$ cat src/rtl/scr_test_sequencer_if.sv
// Control, status and detector-side signals of the SCR test sequencer.
// The master modport is the sequencer; the slave modport is the host/detector side.
interface scr_test_sequencer_if;
  logic        i_start;
  logic        i_stop;
  logic        i_abort;
  logic        i_clear;
  logic        i_fwd_state;
  logic        i_neg_state;
  logic        i_fwd_bod;
  logic        i_neg_bod;
  logic        o_trig_forward;
  logic        o_trig_negative;
  logic        o_signal_forbid;
  logic        o_busy;
  logic        o_result_valid;
  logic [3:0]  o_result;
  logic        o_fault;
  logic [15:0] o_cycle_cnt;

  modport master (
    input  i_start, i_stop, i_abort, i_clear,
    input  i_fwd_state, i_neg_state, i_fwd_bod, i_neg_bod,
    output o_trig_forward, o_trig_negative, o_signal_forbid, o_busy,
    output o_result_valid, o_result, o_fault, o_cycle_cnt
  );

  modport slave (
    output i_start, i_stop, i_abort, i_clear,
    output i_fwd_state, i_neg_state, i_fwd_bod, i_neg_bod,
    input  o_trig_forward, o_trig_negative, o_signal_forbid, o_busy,
    input  o_result_valid, o_result, o_fault, o_cycle_cnt
  );
endinterface

$ cat src/rtl/scr_test_sequencer.sv
// SCR breakdown/BOD detector test sequencer: alternating forward/negative trigger
// half-cycles, per-cycle flag sampling, consecutive-bad-cycle fault latch.
module scr_test_sequencer #(
  parameter int PULSE_WIDTH = 500,
  parameter int HALF_PERIOD = 1_000_000,
  parameter int ARM_CYCLES  = 16,
  parameter int FAIL_LIMIT  = 3
) (
  input logic                  i_clk_50m,
  input logic                  i_rst,
  scr_test_sequencer_if.master seq
);
  localparam logic [2:0] S_IDLE      = 3'd0;
  localparam logic [2:0] S_ARM       = 3'd1;
  localparam logic [2:0] S_FWD_PULSE = 3'd2;
  localparam logic [2:0] S_FWD_WAIT  = 3'd3;
  localparam logic [2:0] S_NEG_PULSE = 3'd4;
  localparam logic [2:0] S_NEG_WAIT  = 3'd5;
  localparam logic [2:0] S_EVAL      = 3'd6;
  localparam logic [2:0] S_FAULT     = 3'd7;

  localparam logic [19:0] ARM_LAST = 20'(ARM_CYCLES - 1);
  localparam logic [19:0] PW_LAST  = 20'(PULSE_WIDTH - 1);
  localparam logic [19:0] HP_LAST  = 20'(HALF_PERIOD - 1);
  localparam logic [3:0]  LIMIT    = 4'(FAIL_LIMIT);

  logic [2:0]  state, state_nxt;
  logic [19:0] phase;
  logic [3:0]  bad_cnt, bad_nxt;
  logic [3:0]  flags;
  logic        stop_latch;
  logic        busy_st, abort_now, stop_req, phase_rst;

  assign flags     = {seq.i_neg_bod, seq.i_fwd_bod, seq.i_neg_state, seq.i_fwd_state};
  assign busy_st   = (state != S_IDLE) && (state != S_FAULT);
  assign abort_now = busy_st && seq.i_abort;
  assign stop_req  = stop_latch || seq.i_stop;
  assign bad_nxt   = (flags == 4'd0) ? 4'd0 :
                     (bad_cnt == 4'hF) ? bad_cnt : bad_cnt + 4'd1;

  always_comb begin
    state_nxt = state;
    case (state)
      S_IDLE:      if (seq.i_start && !seq.i_abort) state_nxt = S_ARM;
      S_ARM:       if (phase == ARM_LAST) state_nxt = S_FWD_PULSE;
      S_FWD_PULSE: if (phase == PW_LAST)  state_nxt = S_FWD_WAIT;
      S_FWD_WAIT:  if (phase == HP_LAST)  state_nxt = S_NEG_PULSE;
      S_NEG_PULSE: if (phase == PW_LAST)  state_nxt = S_NEG_WAIT;
      S_NEG_WAIT:  if (phase == HP_LAST)  state_nxt = S_EVAL;
      S_EVAL: begin
        if (bad_nxt >= LIMIT) state_nxt = S_FAULT;
        else if (stop_req)    state_nxt = S_IDLE;
        else                  state_nxt = S_FWD_PULSE;
      end
      S_FAULT:     if (seq.i_clear) state_nxt = S_IDLE;
      default:     state_nxt = S_IDLE;
    endcase
    if (abort_now) state_nxt = S_IDLE;
  end

  // The phase counter runs across a pulse and its wait so one half-cycle is
  // measured rise to rise; it restarts only when a pulse (or ARM) is entered.
  assign phase_rst = (state_nxt != state) &&
                     ((state_nxt == S_ARM) || (state_nxt == S_FWD_PULSE) ||
                      (state_nxt == S_NEG_PULSE));

  // Outputs are decoded from the current state into flops, so they trail the
  // state register by one clock; abort forces them idle at the same edge.
  always_ff @(posedge i_clk_50m) begin
    if (i_rst) begin
      state               <= S_IDLE;
      phase               <= '0;
      bad_cnt             <= '0;
      stop_latch          <= 1'b0;
      seq.o_trig_forward  <= 1'b0;
      seq.o_trig_negative <= 1'b0;
      seq.o_signal_forbid <= 1'b1;
      seq.o_busy          <= 1'b0;
      seq.o_result_valid  <= 1'b0;
      seq.o_result        <= '0;
      seq.o_fault         <= 1'b0;
      seq.o_cycle_cnt     <= '0;
    end else begin
      state               <= state_nxt;
      phase               <= phase_rst ? 20'd0 : phase + 20'd1;
      seq.o_trig_forward  <= (state == S_FWD_PULSE) && !abort_now;
      seq.o_trig_negative <= (state == S_NEG_PULSE) && !abort_now;
      seq.o_signal_forbid <= !busy_st || abort_now;
      seq.o_busy          <= busy_st && !abort_now;
      seq.o_result_valid  <= (state == S_EVAL) && !abort_now;
      seq.o_fault         <= (state == S_FAULT);

      if ((state == S_EVAL) && !abort_now) begin
        seq.o_result    <= flags;
        bad_cnt         <= bad_nxt;
        seq.o_cycle_cnt <= (seq.o_cycle_cnt == 16'hFFFF) ? seq.o_cycle_cnt
                                                         : seq.o_cycle_cnt + 16'd1;
      end

      if ((state == S_IDLE) && (state_nxt == S_ARM)) begin
        seq.o_cycle_cnt <= '0;
        bad_cnt         <= '0;
        stop_latch      <= 1'b0;
      end else if (busy_st && seq.i_stop) begin
        stop_latch <= 1'b1;
      end
    end
  end
endmodule

$ cat src/flat_wrapper.sv
// flat-port wrapper written by rule: the top's interface ports become plain ports
module scr_test_sequencer_flat 
#(
  parameter int PULSE_WIDTH = 500,
  parameter int HALF_PERIOD = 1_000_000,
  parameter int ARM_CYCLES  = 16,
  parameter int FAIL_LIMIT  = 3
)
  (i_clk_50m, i_rst, seq_i_start, seq_i_stop, seq_i_abort, seq_i_clear, seq_i_fwd_state, seq_i_neg_state, seq_i_fwd_bod, seq_i_neg_bod, seq_o_trig_forward, seq_o_trig_negative, seq_o_signal_forbid, seq_o_busy, seq_o_result_valid, seq_o_result, seq_o_fault, seq_o_cycle_cnt);
  scr_test_sequencer_if seq_i ();
  input logic i_clk_50m;
  input logic i_rst;
  input wire logic [$bits(seq_i.i_start)-1:0] seq_i_start;
  input wire logic [$bits(seq_i.i_stop)-1:0] seq_i_stop;
  input wire logic [$bits(seq_i.i_abort)-1:0] seq_i_abort;
  input wire logic [$bits(seq_i.i_clear)-1:0] seq_i_clear;
  input wire logic [$bits(seq_i.i_fwd_state)-1:0] seq_i_fwd_state;
  input wire logic [$bits(seq_i.i_neg_state)-1:0] seq_i_neg_state;
  input wire logic [$bits(seq_i.i_fwd_bod)-1:0] seq_i_fwd_bod;
  input wire logic [$bits(seq_i.i_neg_bod)-1:0] seq_i_neg_bod;
  output wire logic [$bits(seq_i.o_trig_forward)-1:0] seq_o_trig_forward;
  output wire logic [$bits(seq_i.o_trig_negative)-1:0] seq_o_trig_negative;
  output wire logic [$bits(seq_i.o_signal_forbid)-1:0] seq_o_signal_forbid;
  output wire logic [$bits(seq_i.o_busy)-1:0] seq_o_busy;
  output wire logic [$bits(seq_i.o_result_valid)-1:0] seq_o_result_valid;
  output wire logic [$bits(seq_i.o_result)-1:0] seq_o_result;
  output wire logic [$bits(seq_i.o_fault)-1:0] seq_o_fault;
  output wire logic [$bits(seq_i.o_cycle_cnt)-1:0] seq_o_cycle_cnt;
  assign seq_i.i_start = seq_i_start;
  assign seq_i.i_stop = seq_i_stop;
  assign seq_i.i_abort = seq_i_abort;
  assign seq_i.i_clear = seq_i_clear;
  assign seq_i.i_fwd_state = seq_i_fwd_state;
  assign seq_i.i_neg_state = seq_i_neg_state;
  assign seq_i.i_fwd_bod = seq_i_fwd_bod;
  assign seq_i.i_neg_bod = seq_i_neg_bod;
  assign seq_o_trig_forward = seq_i.o_trig_forward;
  assign seq_o_trig_negative = seq_i.o_trig_negative;
  assign seq_o_signal_forbid = seq_i.o_signal_forbid;
  assign seq_o_busy = seq_i.o_busy;
  assign seq_o_result_valid = seq_i.o_result_valid;
  assign seq_o_result = seq_i.o_result;
  assign seq_o_fault = seq_i.o_fault;
  assign seq_o_cycle_cnt = seq_i.o_cycle_cnt;
  scr_test_sequencer #(.PULSE_WIDTH(PULSE_WIDTH), .HALF_PERIOD(HALF_PERIOD), .ARM_CYCLES(ARM_CYCLES), .FAIL_LIMIT(FAIL_LIMIT)) u_core (.i_clk_50m(i_clk_50m), .i_rst(i_rst), .seq(seq_i));
endmodule
$ cat config.mk
export PLATFORM = sky130hd
export DESIGN_NAME = scr_test_sequencer_flat
export DESIGN_NICKNAME = d
export VERILOG_FILES = /design/src/rtl/scr_test_sequencer_if.sv /design/src/rtl/scr_test_sequencer.sv /design/src/flat_wrapper.sv
export SDC_FILE = /design/constraint.sdc
export NUM_CORES = 1
export LEC_CHECK = 0
export CAP_MARGIN = 40
export CORE_MARGIN = 4
export CORE_UTILIZATION = 43
export CTS_CLUSTER_DIAMETER = 30
export DETAILED_ROUTE_END_ITERATION = 6
export PLACE_DENSITY = 0.7
export SYNTH_ARGS = -nofsm -noshare
export SYNTH_HDL_FRONTEND = slang
export SYNTH_SLANG_ARGS = --single-unit
$ cat constraint.sdc
create_clock -name i_clk_50m -period 3.3 [get_ports i_clk_50m]
set_input_delay 0.99 -clock i_clk_50m [delete_from_list [all_inputs] [get_ports i_clk_50m]]
set_output_delay 0.99 -clock i_clk_50m [all_outputs]
set_load 0.02 [all_outputs]
==> flow_metrics.tcl, run 1 <==
set metrics [dict create \
    intPower_mw 0.837 \
    dr.pass1.iters 4 \
    path_cells "clkdlybuf4s50_1, or4b_1, and2_1, mux2_2, nor3_1, a2bb2oi_1, mux2i_2, buf_12, a211oi_2" \
    cp.arrival_ns 3.32 \
    clockBufferDepth 2 \
    worstPathRequired_ns 3.49 \
    synth_cell_types 49 \
    setup_viol 0 \
    holdPathStages 2 \
    seq_area_frac_synth_pct 38.6 \
    cts_resized 0 \
    synthArstFlopShare_pct 0 \
    syn_nets 339 \
    synth_top_area_share_pct 38.6 \
    met2_length_um 2770 \
    clockRootBuffer "clkbuf_8" \
    h-tree-depth 2 \
    cap_violations 0 \
    portBuffers 35 \
    slowest_delay_ns 0.49 \
    clk_latency_ns 0.30 \
    worst_hold_slack_ns 0.460 \
    layout-drive-gt1-share_pct 12.6 \
    cp_slowest_cell "or4b_1" \
    grt-ovfl-total 0 \
    highest_layer "met4" \
    min_period_over_period_pct 94.8 \
    die_w_um 88.7 \
    vias 2454 \
    initial_core_util_pct 44.1 \
    die-area_mm2 0.00787 \
    synthToLayoutAreaGrowth_pct 22.5 \
    cts.clk_slew.worst_paths_ns 0.10 \
    post_cts_buffers 0 \
    antenna_cells 0 \
    powerDensity_mw_per_mm2 320 \
    worst_pin_slew_ns 0.692 \
    slew_headroom_pct 53.2 \
    setup_tns_ns 0 \
    grt_max_degree 23 \
    period_needed_ns 3.13 \
    irDropWorstVdd_mv 0.198 \
    route.met3.wl_um 186 \
    max_freq_mhz 320 \
    rsz0062_at_grt "false" \
    synth_cells 326 \
    final_cell_mix "54 x dfxtp_1, 37 x nand2_1, 36 x nor2_1" \
    clkPwrFrac_pct 33.2 \
    critPathKind "primary input to register" \
    n_fill_cell 600 \
    drt-met1-wl_um 3150 \
    grt_pass1_vias 2327 \
    hold_viol 0 \
    dpl-instance-area_mm2 0.00335 \
    end_kind "register" \
    initialDrtViolationCount 90 \
    synth_area_leaders "dfxtp_1 39%, a211oi_2 7.1%, xnor2_1 5.9%, nand2_1 5.0%, nor2_1 4.8%" \
    netSwitchingFraction_pct 23.7 \
    avgSynthCellArea_um2 8.60 \
    drc 0 \
    crit_path_start_kind "primary input" \
    pwr-share-seq_pct 60.2 \
    p_switching_mw 0.261 \
    clock_sinks 54 \
    rows 29 \
    final_nets 386 \
    dp_hpwl_um 4360 \
    p_leak_nw 1.12 \
    synth_area_leader_cell "dfxtp_1" \
    grt_usage_pct 16.8 \
    fin_ws_ns 0.172 \
    preCtsSetupSlack_ns -0.136 \
    clock-skew-final_ns 0.00738 \
    holdCritPathClass "register to register" \
    rr_worst_depth 9 \
    place_congestion 0.903 \
    fin_util_pct 54.0 \
    p_comb_share_pct 6.6 \
    syn-cell-area_mm2 0.00280 \
    ctsHoldBuffers 0 \
    ys_warn_count 0 \
    wire_per_inst_um 13.6 \
    cts_made_buffers 5 \
    status "finished, final reports clean" \
    core_region_area_mm2 0.00635 \
    wirelength_um 6140 \
    crit_path_max_fanout 20 \
    grt_pass1_wl_um 10700 \
    synth-edff-count 0 \
    finalMaxSlewViolations 0 \
    ios 36 \
    synth_ff_type "dfxtp_1" \
    grt_antenna_before_repair 0 \
    final_common_cell "dfxtp_1" \
    cts_tree "done" \
    viasPerCell 5.44 \
    die_y_um 88.7 \
    synth_seq_cells 54 \
    final_cell_area_mm2 0.00343 \
    drtAntennaViolNets 0 \
]
## worst paths after layout
check                               from                endpoint  slack [ns]
hold / removal    u_core.seq.o_result[2]  u_core.seq.o_result[2]        0.46
hold reg to reg   u_core.seq.o_result[2]  u_core.seq.o_result[2]        0.46
setup / recovery              seq_i_stop        u_core.phase[10]        0.17
setup reg to reg         u_core.phase[0]        u_core.phase[10]        0.46
## cells by family (layout without fill, tap and decap cells)
kind of cell    count (synthesis)  count (layout)  synth area share, %
xor+xnor                       30              30                 9.37
simple gates                  151             151                 27.9
flops                          54              54                 38.6
compound gates                 65              65                 18.3
fa+ha+maj                       3               3                 1.34
buf+inv                        20              68                 3.48
mux                             3               3                 1.12
## sequential cells by signal, summed over array words and instances, names as in the netlist
register	count
u_core.state	3
u_core.seq.o_trig_forward	1
u_core.stop_latch	1
u_core.seq.o_busy	1
u_core.bad_cnt	4
u_core.seq.o_trig_negative	1
u_core.seq.o_signal_forbid	1
u_core.seq.o_fault	1
u_core.phase	20
u_core.seq.o_cycle_cnt	16
u_core.seq.o_result	4
u_core.seq.o_result_valid	1
## critical path: cells and delay by family
family / cells / cell delay, ns
AND/OR/NAND/NOR: 3 / 0.97
buffers and inverters: 2 / 0.64
multiplexers: 2 / 0.49
AO/OA/AOI/OAI: 2 / 0.22
## cell usage after synthesis, types with 6 or more instances
| library cell | instances |
|---|---|
| a211oi_2 | 16 |
| a21oi_1 | 17 |
| and3_1 | 7 |
| clkbuf_1 | 9 |
| dfxtp_1 | 54 |
| inv_1 | 6 |
| nand2_1 | 37 |
| nand3_1 | 13 |
| nand4_1 | 7 |
| nor2_1 | 36 |
| nor3_1 | 14 |
| o21ai_0 | 10 |
| xnor2_1 | 19 |
| xor2_1 | 11 |
## routing by layer
layer,vias up,global-route usage [%]
met5,-,0
met4,0,4.12
met3,2,2.89
met2,43,26.7
met1,1145,23.6
li1,1264,-
## layout make-up
cell class / count / area, um2 / area share (%)
clock buffer: 6 / 72.6 / 2.11
inverter: 6 / 22.5 / 0.656
multi-input combinational: 252 / 1630 / 47.4
timing repair buffer: 54 / 518 / 15.1
clock inverter: 2 / 13.8 / 0.401
tap: 77 / 96.3 / 2.81
sequential: 54 / 1080 / 31.5
## power by group through the flow
stage | clock network, mW | registers (mW) | logic, mW
2_1_floorplan | 0 | 0.674 | 0.0426
3_3_place_gp | 0 | 0.676 | 0.0720
3_5_place_dp | 0 | 0.676 | 0.0733
4_1_cts | 0.376 | 0.661 | 0.0734
5_1_grt | 0.396 | 0.662 | 0.0796
6_report | 0.364 | 0.661 | 0.0729
## per-stage QoR
step | cells | power (mW)
detailed placement | 443 | 0.749
global route | 451 | 1.14
floorplan | 326 | 0.717
CTS | 451 | 1.11
finish | 451 | 1.10
global placement | 443 | 0.748
No activity file was read; power rests on OpenSTA's default activity.
==> run 2, diff against run 1 <==
Settings changed: CORE_UTILIZATION 43 to 47, PLACE_DENSITY 0.7 to 0.75.
==> run 2 against run 1 <==
  * Hold slack gained 0.0034 ns
  * Via count grew 3.1%
  * Clock-buffer cell count is 1 higher
  * Die area fell by 7.8%
  * Sequential cell count unchanged
==> flow_metrics.tcl, run 2 (same netlist as run 1, synthesis figures left out) <==
set metrics [dict create \
    grt-ovfl-total 0 \
    dp_hpwl_um 4660 \
    grt_usage_pct 19.1 \
    core_region_area_mm2 0.00564 \
    crit_path_start_kind "primary input" \
    finalMaxSlewViolations 0 \
    clk_latency_ns 0.31 \
    largest_registers "u_core.phase: 20 flops, u_core.seq.o_cycle_cnt: 16 flops" \
    final_cell_mix "54 x dfxtp_1, 37 x nand2_1, 36 x nor2_1" \
    synthToLayoutAreaGrowth_pct 22.5 \
    wire_per_inst_um 14.6 \
    drc 0 \
    die-area_mm2 0.00726 \
    rows 27 \
    clkPwrFrac_pct 36.1 \
    rsz0062_at_grt "false" \
    cap_violations 0 \
    setup_viol 0 \
    antenna_cells 0 \
    final_common_cell "dfxtp_1" \
    grt_pass1_wl_um 11400 \
    intPower_mw 0.880 \
    cp.arrival_ns 3.34 \
    post_cts_buffers 0 \
    final_nets 383 \
    pwr-share-seq_pct 57.5 \
    dp_cells 435 \
    min_period_over_period_pct 95.3 \
    cts_made_buffers 5 \
    cts_tree "done" \
    clockBufferDepth 2 \
    die_w_um 85.2 \
    wirelength_um 6480 \
    setup_tns_ns 0 \
    crit_path_max_fanout 20 \
    cts_resized 0 \
    clock_sinks 54 \
    n_fill_cell 500 \
    clockRootBuffer "clkbuf_8" \
    preCtsSetupSlack_ns -0.158 \
    worstPathRequired_ns 3.50 \
    p_switching_mw 0.271 \
    initial_core_util_pct 49.7 \
    die_y_um 85.2 \
    drtAntennaViolNets 0 \
    top_register "u_core.phase" \
    max_freq_mhz 318 \
    irDropWorstVdd_mv 0.182 \
    ctsHoldBuffers 0 \
    grt_antenna_before_repair 0 \
    dr.pass1.iters 6 \
    powerDensity_mw_per_mm2 335 \
    netSwitchingFraction_pct 23.5 \
    largest_reg_flops 20 \
    p_comb_share_pct 6.4 \
    layout-drive-gt1-share_pct 12.1 \
    clock-skew-final_ns 0.00608 \
    viasPerCell 5.71 \
    hold_viol 0 \
    end_kind "register" \
    h-tree-depth 2 \
    initialDrtViolationCount 144 \
    worst_pin_slew_ns 0.641 \
    finalPower_mw 1.15 \
    critPathKind "primary input to register" \
    fin_ws_ns 0.156 \
    ios 36 \
    slew_headroom_pct 56.9 \
    grt_max_degree 22 \
    grt_pass1_vias 2488 \
    portBuffers 35 \
    p_leak_nw 1.12 \
    cts.clk_slew.worst_paths_ns 0.10 \
    place_congestion 0.849 \
    vias 2529 \
    fin_cells 443 \
    period_needed_ns 3.14 \
    holdCritPathClass "register to register" \
    status "finished, final reports clean" \
]
[run 2: final cells by class]
class	count	area (um2)	share of cell area, %
clock buffers	7	96.3	2.81
clock inverters	1	8.76	0.255
inverters	6	22.5	0.656
multi-input cells	252	1630	47.4
flip-flops and latches	54	1080	31.5
well taps	72	90.1	2.62
repair buffers	51	508	14.8
[run 2: stage by stage]
step	util [%]	cell area, um2	hold WS, ns
after floorplan	-	2800	0.451
after global placement	59.0	3330	0.441
after CTS	60.9	3430	0.468
final	60.9	3430	0.464
after detailed placement	59.0	3330	0.454
after global routing	60.9	3430	0.491
[run 2: metal layers]
metal	wire length [um]	GRT usage, %	vias to the layer above
met5	0	0	-
met4	74	5.32	0
met3	353	3.88	6
met2	3060	31.2	78
met1	3000	25.4	1183
li1	-	-	1262
[run 2: path summary, 6_finish.rpt]
| kind | slack (ns) | cells after the start | start | end |
|---|---|---|---|---|
| max | 0.16 | 9 | seq_i_stop | u_core.phase[10] |
| min | 0.46 | 2 | u_core.seq.o_result[2] | u_core.seq.o_result[2] |
| max reg2reg | 0.41 | 9 | u_core.phase[0] | u_core.phase[10] |
| min reg2reg | 0.46 | 2 | u_core.seq.o_result[2] | u_core.seq.o_result[2] |
[run 2: critical path, stage by stage]
cell	delay, ns
clkdlybuf4s50_1	0.42
or4b_1	0.50
and2_1	0.18
mux2_2	0.26
nor3_1	0.32
a2bb2oi_1	0.13
mux2i_2	0.23
buf_12	0.22
a211oi_2	0.08
[run 2: power by group through the flow]
stage	clock (mW)	combinational, mW	sequential [mW]
2_1_floorplan	0	0.0426	0.674
3_3_place_gp	0	0.0718	0.676
3_5_place_dp	0	0.0732	0.677
4_1_cts	0.425	0.0742	0.662
5_1_grt	0.453	0.0796	0.663
6_report	0.415	0.0740	0.662
==> run 3, diff against run 2 <==
Settings changed: SETUP_SLACK_MARGIN set to 0.1.
==> run 3 against run 2 <==
  * Die area unchanged
  * Non-clock buffer count unchanged
  * Clock-buffer cell count unchanged
  * Combinational power about the same
  * Via count down 1.1%
  * Core utilization up 0.089 points
  * Sequential cell count unchanged
  * Clock power about the same
  * Sequential power about the same
  * First-iteration DRC count up 15%
  * Critical path type unchanged
==> flow_metrics.tcl, run 3 (same netlist as run 1, synthesis figures left out) <==
set metrics [dict create \
    finalMaxSlewViolations 0 \
    rr_worst_depth 8 \
    dr.pass1.iters 4 \
    setup_viol 0 \
    die-area_mm2 0.00726 \
    viasPerCell 5.65 \
    synthToLayoutAreaGrowth_pct 22.7 \
    powerDensity_mw_per_mm2 335 \
    final_nets 383 \
    grt_pass1_vias 2488 \
    finalPower_mw 1.15 \
    clockRootBuffer "clkbuf_8" \
    n_fill_cell 500 \
    crit_path_max_fanout 20 \
    worst_pin_slew_ns 0.644 \
    rr_startpoint "u_core.phase[0]" \
    regArea_mm2 0.00108 \
    final_common_cell "dfxtp_1" \
    worstPathRequired_ns 3.50 \
    irDropWorstVdd_mv 0.183 \
    vias 2501 \
    crit_path_start_kind "primary input" \
    cts_made_buffers 5 \
    path_buf_inv 2 \
    critPathTopFamily "simple AND/OR/NAND/NOR gates" \
    dp_hpwl_um 4660 \
    hold_viol 0 \
    slew_headroom_pct 56.6 \
    fin_cells 443 \
    cts.clk_slew.worst_paths_ns 0.10 \
    grt_antenna_before_repair 0 \
    p_leak_nw 1.12 \
    dp_cells 435 \
    holdPathStages 2 \
    multi_input_comb_area_mm2 0.00163 \
    grt_usage_pct 19.1 \
    clockBufferDepth 2 \
    path_cells "clkdlybuf4s50_1, or4_1, o2111a_1, o41ai_1, and3b_1, a2bb2oi_1, mux2i_2, buf_12, a211oi_2" \
    r2r_end "u_core.phase[10]" \
    clk_latency_ns 0.31 \
    critPathKind "primary input to register" \
    top_register "u_core.phase" \
    portBuffers 35 \
    hold_start "u_core.seq.o_result[2]" \
    end_kind "register" \
    die_w_um 85.2 \
    cap_violations 0 \
    drtAntennaViolNets 0 \
    h-tree-depth 2 \
    wire_per_inst_um 14.6 \
    wirelength_um 6450 \
    grt_pass1_wl_um 11400 \
    initial_core_util_pct 49.7 \
    antenna_cells 0 \
    initialDrtViolationCount 165 \
    drc 0 \
    ios 36 \
    hold_path_end "u_core.seq.o_result[2]" \
    cp.arrival_ns 3.25 \
    rsz0062_at_grt "false" \
    final_cell_mix "54 x dfxtp_1, 37 x nand2_1, 36 x nor2_1" \
    status "finished, final reports clean" \
    rows 27 \
    reg2reg_slack_ns 0.54 \
    die_y_um 85.2 \
    largest_reg_flops 20 \
    max_freq_mhz 328 \
    cp_slowest_cell "or4_1" \
    grt-ovfl-total 0 \
    clock_sinks 54 \
    place_congestion 0.849 \
    core_region_area_mm2 0.00564 \
    cts_tree "done" \
    holdCritPathClass "register to register" \
    clock-skew-final_ns 0.00656 \
    layout-drive-gt1-share_pct 12.4 \
    slowest_delay_ns 0.56 \
    period_needed_ns 3.05 \
    grt_max_degree 22 \
    setup_tns_ns 0 \
    min_period_over_period_pct 92.5 \
    largest_registers "u_core.phase: 20 flops, u_core.seq.o_cycle_cnt: 16 flops" \
]
## run 3: cell types whose count changed in the layout (fill, tap and decap cells not counted)
cell and change:
nor3_2 +1, nor3_1 -1
## run 3: worst max path at each step
stage          slack [ns]  cells after the start               end          start
2_1_floorplan        0.44                      8   u_core.phase[5]  seq_i_neg_bod
3_3_place_gp        -0.04                      9   u_core.phase[6]     seq_i_stop
3_5_place_dp        -0.16                      9   u_core.phase[2]     seq_i_stop
4_1_cts              0.17                      9  u_core.phase[10]     seq_i_stop
5_1_grt              0.15                      9  u_core.phase[12]  seq_i_neg_bod
6_report             0.25                      9  u_core.phase[10]  seq_i_neg_bod
## run 3: layout make-up
class	count	area share (%)
Inverter	6	0.655
Tap cell	72	2.62
Sequential cell	54	31.4
Timing Repair Buffer	51	14.8
Clock inverter	1	0.255
Clock buffer	7	2.80
Multi-Input combinational cell	252	47.5
## run 3: power by group
part | internal (mW) | total [mW] | leakage, nW | switching [mW]
registers | 0.656 | 0.662 | 0.436 | 0.00637
logic | 0.0320 | 0.0739 | 0.630 | 0.0419
clock network | 0.193 | 0.416 | 0.0544 | 0.223
## run 3: worst reg2reg max path, cell delays in order (launching register included)
cell and delay [ns]:
dfxtp_1 0.41, ha_1 0.25, or3b_4 0.43, nor4_1 0.34, o221ai_1 0.15, nor3_1 0.44
mux2i_2 0.33, buf_12 0.22, a211oi_2 0.09
## run 3: per-stage QoR
step / utilization (%) / cell area, um2 / hold WS, ns / worst slack [ns]
2_1_floorplan: - / 2800 / 0.451 / 0.442
3_3_place_gp: 59.0 / 3330 / 0.441 / -0.0426
3_5_place_dp: 59.0 / 3330 / 0.454 / -0.158
4_1_cts: 60.9 / 3430 / 0.468 / 0.168
5_1_grt: 61.0 / 3440 / 0.491 / 0.149
6_report: 61.0 / 3440 / 0.462 / 0.249
## run 3: timing repair
item                       in CTS  in global routing
hold buffers                    0                  0
resized for setup               0                  1
setup endpoints to repair       0                 20
buffers inserted                0                  0
## run 3: per-layer routing
layer  global-route usage (%)  wire [um]
met2                     31.2       3010
met1                     25.4       3020
met4                     5.32         74
met3                     3.88        339
met5                        0          0
